$ cat src/rtl/dc_video_tx.sv
// Dreamcast-side digital video bus transmitter: sync/timing generator that serialises
// upstream RGB pixels onto the 12-bit multiplexed bus, with an IDLE "disconnected" state.
module dc_video_tx #(
    parameter int unsigned H_TOTAL        = 1716,
    parameter int unsigned HSYNC_LEN      = 128,
    parameter int unsigned VSYNC_LINES    = 6,
    parameter int unsigned H_ACTIVE_START = 250,
    parameter int unsigned H_ACTIVE_PIX   = 720
) (
    input  logic        clock,
    input  logic        reset,
    input  logic        enable,
    input  logic [1:0]  mode,
    input  logic [23:0] rgb_in,
    output logic        pix_req,
    output logic [9:0]  pix_x,
    output logic [9:0]  pix_y,
    output logic [11:0] data,
    output logic        _hsync,
    output logic        _vsync,
    output logic        frame_start,
    output logic [15:0] frame_count,
    output logic        busy
);
    localparam int unsigned   HW          = $clog2(H_TOTAL);
    localparam logic [HW-1:0] H_LAST      = HW'(H_TOTAL - 1);
    localparam int unsigned   FETCH_START = H_ACTIVE_START - 2;
    localparam int unsigned   ACTIVE_END  = H_ACTIVE_START + 2 * H_ACTIVE_PIX;

    typedef enum logic [1:0] {StIdle, StRun, StStop} state_e;

    state_e        state_q, state_d;
    logic [HW-1:0] hc_q, hc_d;
    logic [9:0]    vc_q, vc_d;
    logic [1:0]    mode_q, mode_d;
    logic [11:0]   lo_q;
    logic [9:0]    v_total_cur, v_start_d, v_active_d, fetch_x;
    logic          frame_end, live_d, row_d, fetch_d, show_d;
    int unsigned   hc_n;

    function automatic logic [1:0] norm_mode(input logic [1:0] m);
        return (m == 2'd3) ? 2'd0 : m;
    endfunction

    function automatic logic [9:0] v_total_of(input logic [1:0] m);
        case (m)
            2'd1:    return 10'd263;
            2'd2:    return 10'd625;
            default: return 10'd525;
        endcase
    endfunction

    function automatic logic [9:0] v_start_of(input logic [1:0] m);
        case (m)
            2'd1:    return 10'd18;
            2'd2:    return 10'd44;
            default: return 10'd36;
        endcase
    endfunction

    function automatic logic [9:0] v_active_of(input logic [1:0] m);
        case (m)
            2'd1:    return 10'd240;
            2'd2:    return 10'd576;
            default: return 10'd480;
        endcase
    endfunction

    always_comb begin
        v_total_cur = v_total_of(mode_q);
        frame_end   = (state_q != StIdle) && (hc_q == H_LAST) &&
                      (vc_q == v_total_cur - 10'd1);
        state_d = state_q;
        hc_d    = hc_q;
        vc_d    = vc_q;
        mode_d  = mode_q;
        case (state_q)
            StIdle: begin
                if (enable) begin
                    state_d = StRun;
                    mode_d  = norm_mode(mode);
                end
            end
            default: begin
                if (frame_end) begin
                    hc_d = '0;
                    vc_d = '0;
                    // A STOP frame only ends in IDLE if enable is still low at its last clock
                    if (state_q == StRun || enable) begin
                        state_d = enable ? StRun : StStop;
                        mode_d  = norm_mode(mode);
                    end else begin
                        state_d = StIdle;
                    end
                end else begin
                    state_d = enable ? StRun : StStop;
                    if (hc_q == H_LAST) begin
                        hc_d = '0;
                        vc_d = vc_q + 10'd1;
                    end else begin
                        hc_d = hc_q + 1'b1;
                    end
                end
            end
        endcase

        // Outputs are registered from the position being entered next cycle
        live_d     = (state_d != StIdle);
        hc_n       = 32'(hc_d);
        v_start_d  = v_start_of(mode_d);
        v_active_d = v_active_of(mode_d);
        row_d      = (vc_d >= v_start_d) && (vc_d < v_start_d + v_active_d);
        fetch_d    = row_d && (hc_n >= FETCH_START) && (hc_n < ACTIVE_END - 2) && !hc_d[0];
        show_d     = row_d && (hc_n >= H_ACTIVE_START) && (hc_n < ACTIVE_END);
        fetch_x    = 10'((hc_n - FETCH_START) >> 1);
    end

    always_ff @(posedge clock or posedge reset) begin
        if (reset) begin
            state_q     <= StIdle;
            hc_q        <= '0;
            vc_q        <= '0;
            mode_q      <= 2'd0;
            lo_q        <= 12'h000;
            pix_req     <= 1'b0;
            pix_x       <= 10'd0;
            pix_y       <= 10'd0;
            data        <= 12'hFFF;
            _hsync      <= 1'b1;
            _vsync      <= 1'b1;
            frame_start <= 1'b0;
            frame_count <= 16'd0;
            busy        <= 1'b0;
        end else begin
            state_q <= state_d;
            hc_q    <= hc_d;
            vc_q    <= vc_d;
            mode_q  <= mode_d;
            busy    <= live_d;
            pix_req <= live_d && fetch_d;
            if (frame_end) begin
                frame_count <= frame_count + 16'd1;
            end
            if (live_d && fetch_d) begin
                pix_x <= fetch_x;
                pix_y <= vc_d - v_start_d;
            end
            if (!live_d) begin
                data        <= 12'hFFF;
                _hsync      <= 1'b1;
                _vsync      <= 1'b1;
                frame_start <= 1'b0;
            end else begin
                _hsync      <= !(hc_n < HSYNC_LEN);
                _vsync      <= !(32'(vc_d) < VSYNC_LINES);
                frame_start <= (hc_d == '0) && (vc_d == '0);
                if (!show_d) begin
                    data <= 12'h000;
                end else if (!hc_d[0]) begin
                    // First half comes straight from rgb_in; keep the rest for the odd clock
                    data <= {rgb_in[23:16], rgb_in[15:12]};
                    lo_q <= rgb_in[11:0];
                end else begin
                    data <= lo_q;
                end
            end
        end
    end

endmodule

$ cat config.mk
export PLATFORM = sky130hd
export DESIGN_NAME = dc_video_tx
export DESIGN_NICKNAME = d
export VERILOG_FILES = /design/src/rtl/dc_video_tx.sv
export SDC_FILE = /design/constraint.sdc
export NUM_CORES = 1
export LEC_CHECK = 0
export ABC_AREA = 1
export CORE_MARGIN = 10
export CORE_UTILIZATION = 35
export DETAILED_ROUTE_END_ITERATION = 6
export PLACE_DENSITY = 0.67
export SKIP_LAST_GASP = 1
export SLEW_MARGIN = 20
export SYNTH_ARGS = -nofsm -noshare
export SYNTH_HDL_FRONTEND = slang
export SYNTH_SLANG_ARGS = --single-unit
$ cat constraint.sdc
create_clock -name clock -period 4.1 [get_ports clock]
set_input_delay 0.41 -clock clock [delete_from_list [all_inputs] [get_ports clock]]
set_output_delay 0.41 -clock clock [all_outputs]
set_load 0.02 [all_outputs]
==> reports/qor.yml <==
outcome: "finished, final reports clean"
track_usage_pct: 13.1
synth_ff_type: "dfrtp_1"
clock-skew-final_ns: 0.00852
drc: 0
syn_nets: 695
rows: 44
grt_pass1_vias: 4268
ys_seq_elements: 90
crit_path_frequent_cell: "nand2_1"
cts_sinks: 90
drive_above_1_share_pct: 13.2
multi_input_area_mm2: 0.00252
worst_slew_pin_slew_ns: 1.10
hold_viol_final: 0
period_share_pct: 89.1
grt_pass1_wl_um: 21400
synth_area_mm2: 0.00514
hpwlAfterDp_um: 9670
die_area_mm2: 0.0199
hold_buffers: 0
rr_endpoint: "pix_x[9]"
power_density_mw_per_mm2: 359
first_pass_iters: 5
worstPathRequired_ns: 4.39
drt_wl_total_um: 13100
die_h_um: 141
wire_per_inst_um: 14.1
peakVddDrop_mv: 0.241
io_pins: 82
ff2ff_setup_slack_ns: 0.45
yosysWarnings: 0
die_w_um: 141
regArea_mm2: 0.00227
arrival_ns: 3.94
path_class: "reg2reg"
maxSlewViolCount: 0
ys_top_cells_by_area: "dfrtp_1 (37%), nand2_1 (16%), dfstp_2 (7.2%)"
max_cap_violations: 0
synth_top_cell_by_area: "dfrtp_1"
netlist_top_cells_count: "nand2_1 (216), dfrtp_1 (76), inv_1 (72), nor2_1 (56), nand3_1 (49)"
syn_to_final_growth_pct: 27.5
grt_max_degree: 39
crit-reg2reg-launch: "mode_q[1]"
hp-class: "in2async"
fillers: 1404
endpoint_kind: "flip-flop"
grt-ovfl-total: 0
design_power_total_mw: 2.35
crit_fanout: 18
yosysMostFrequentCell: "nand2_1"
start_util_pct: 35.5
clk_latency_ns: 0.35
ant_nets: 0
ff2ff_path_depth: 27
io_buffer_count: 81
synth_edf_count: 0
path_clk_slew_ns: 0.06
core-area_mm2: 0.0145
clockBufferDepth: 2
ys_async_sr_fraction_pct: 100
crit_family: "simple AND/OR/NAND/NOR gates"
yosys.area.top_type_share_pct: 37.0
cts_buffers: 9
antenna_found_initial: 0
fin_crit_ns: 3.65
layout.nets: 785
num_antenna_cells: 0
synth.avg_cell_area_um2: 7.92
p_leak_nw: 3.37
tritoncts: "yes"
slowest_stage: "dfrtp_1"
cp_num_buf_inv: 4
gp_congestion: 0.907
drtIter0Drc: 282
ys_seq_area_share_pct: 44.2
synth_cells: 649
cpPeakStageDelay_ns: 0.41
root_buffer: "clkbuf_16"
fmax_mhz: 274
ys_types: 37
cts.htree.levels: 3
worstSetupStartpointType: "flip-flop"
utilization_pct: 45.3
setup_viol_count_final: 0
vias_per_cell: 4.78
via_count: 4430
relSlewSlack_pct: 26.2
-- through the flow --
step / area [um2] / hold slack [ns] / std cells / TNS (ns) / setup slack [ns]
finish: 6550 / 0.455 / 927 / 0 / 0.447
global route: 6550 / 0.490 / 927 / -0.00144 / -0.00144
CTS: 6460 / 0.470 / 922 / 0 / 0.245
detailed placement: 6140 / 0.460 / 907 / 0 / 0.262
global placement: 6140 / 0.456 / 907 / 0 / 0.405
floorplan: 5140 / 0.442 / 649 / 0 / 0.694
-- worst max-delay path by stage --
stage	slack, ns	start	endpoint	cells after the start
6_report	0.45	mode_q[1]	pix_x[9]	27
5_1_grt	-0.001	mode_q[1]	lo_q[3]	29
4_1_cts	0.24	mode_q[1]	pix_x[1]	27
3_5_place_dp	0.26	mode_q[1]	pix_x[3]	25
3_3_place_gp	0.40	mode_q[1]	pix_x[0]	25
2_1_floorplan	0.69	mode_q[0]	pix_x[2]	27
-- cells by family (layout without fill, tap and decap cells) --
logic type | Yosys count | in the layout | synth area share, %
and+or+nand+nor | 377 | 378 | 33.5
buffers and inverters | 95 | 188 | 7.86
DFF | 90 | 90 | 44.2
AOI/OAI and AO/OA | 42 | 42 | 5.55
xor gates and xnor gates | 27 | 27 | 4.60
adders and majority gates | 17 | 17 | 4.29
other | 1 | 1 | 0.0730
-- routing by layer --
metal	vias to the layer above	wire length (um)	GRT usage, %
li1	2246	-	-
met5	-	0	0
met4	0	178	4.67
met3	15	876	4.03
met1	2052	6130	17.2
met2	117	5920	19.7
-- flip-flops by register name (all words and copies together) (netlist names) --
| signal | flops |
|---|---|
| _hsync | 1 |
| frame_start | 1 |
| pix_x | 10 |
| lo_q | 12 |
| pix_y | 10 |
| hc_q | 11 |
| busy | 1 |
| state_q | 2 |
| mode_q | 2 |
| pix_req | 1 |
| vc_q | 10 |
| data | 12 |
| frame_count | 16 |
| _vsync | 1 |
-- final cells by class --
type,count,area share (%)
Multi-Input combinational cell,465,38.5
Timing Repair Buffer,94,13.9
Clock buffer,10,3.65
Clock inverter,5,1.20
Inverter,79,4.54
Sequential cell,90,34.6
Tap cell,184,3.51
-- power by group --
part | total, mW | switching [mW] | internal (mW)
Clock | 0.883 | 0.338 | 0.546
Sequential | 0.983 | 0.0446 | 0.939
Combinational | 0.486 | 0.314 | 0.172
Total | 2.35 | 0.697 | 1.66
-- what timing repair did --
action	CTS	global route
setup buffers	0	4
resized for setup	0	8
setup endpoints to repair	0	45
-- placed cells by master (no fill, tap or decap), types with 7 or more instances in the layout --
cell	synthesis	layout
o21ai_2	15	15
dfrtp_1	76	76
nand2_1	216	215
o21ai_0	9	9
clkdlybuf4s50_1	0	81
ha_1	16	15
a21oi_1	10	10
nand3_2	10	9
inv_2	7	7
nor2_1	56	55
inv_1	72	71
dfstp_2	14	14
buf_4	1	12
nand3_1	49	49
clkbuf_16	0	9
xor2_1	22	22
nand4_1	26	26
Note: power is estimated with default switching activity, not from simulation.
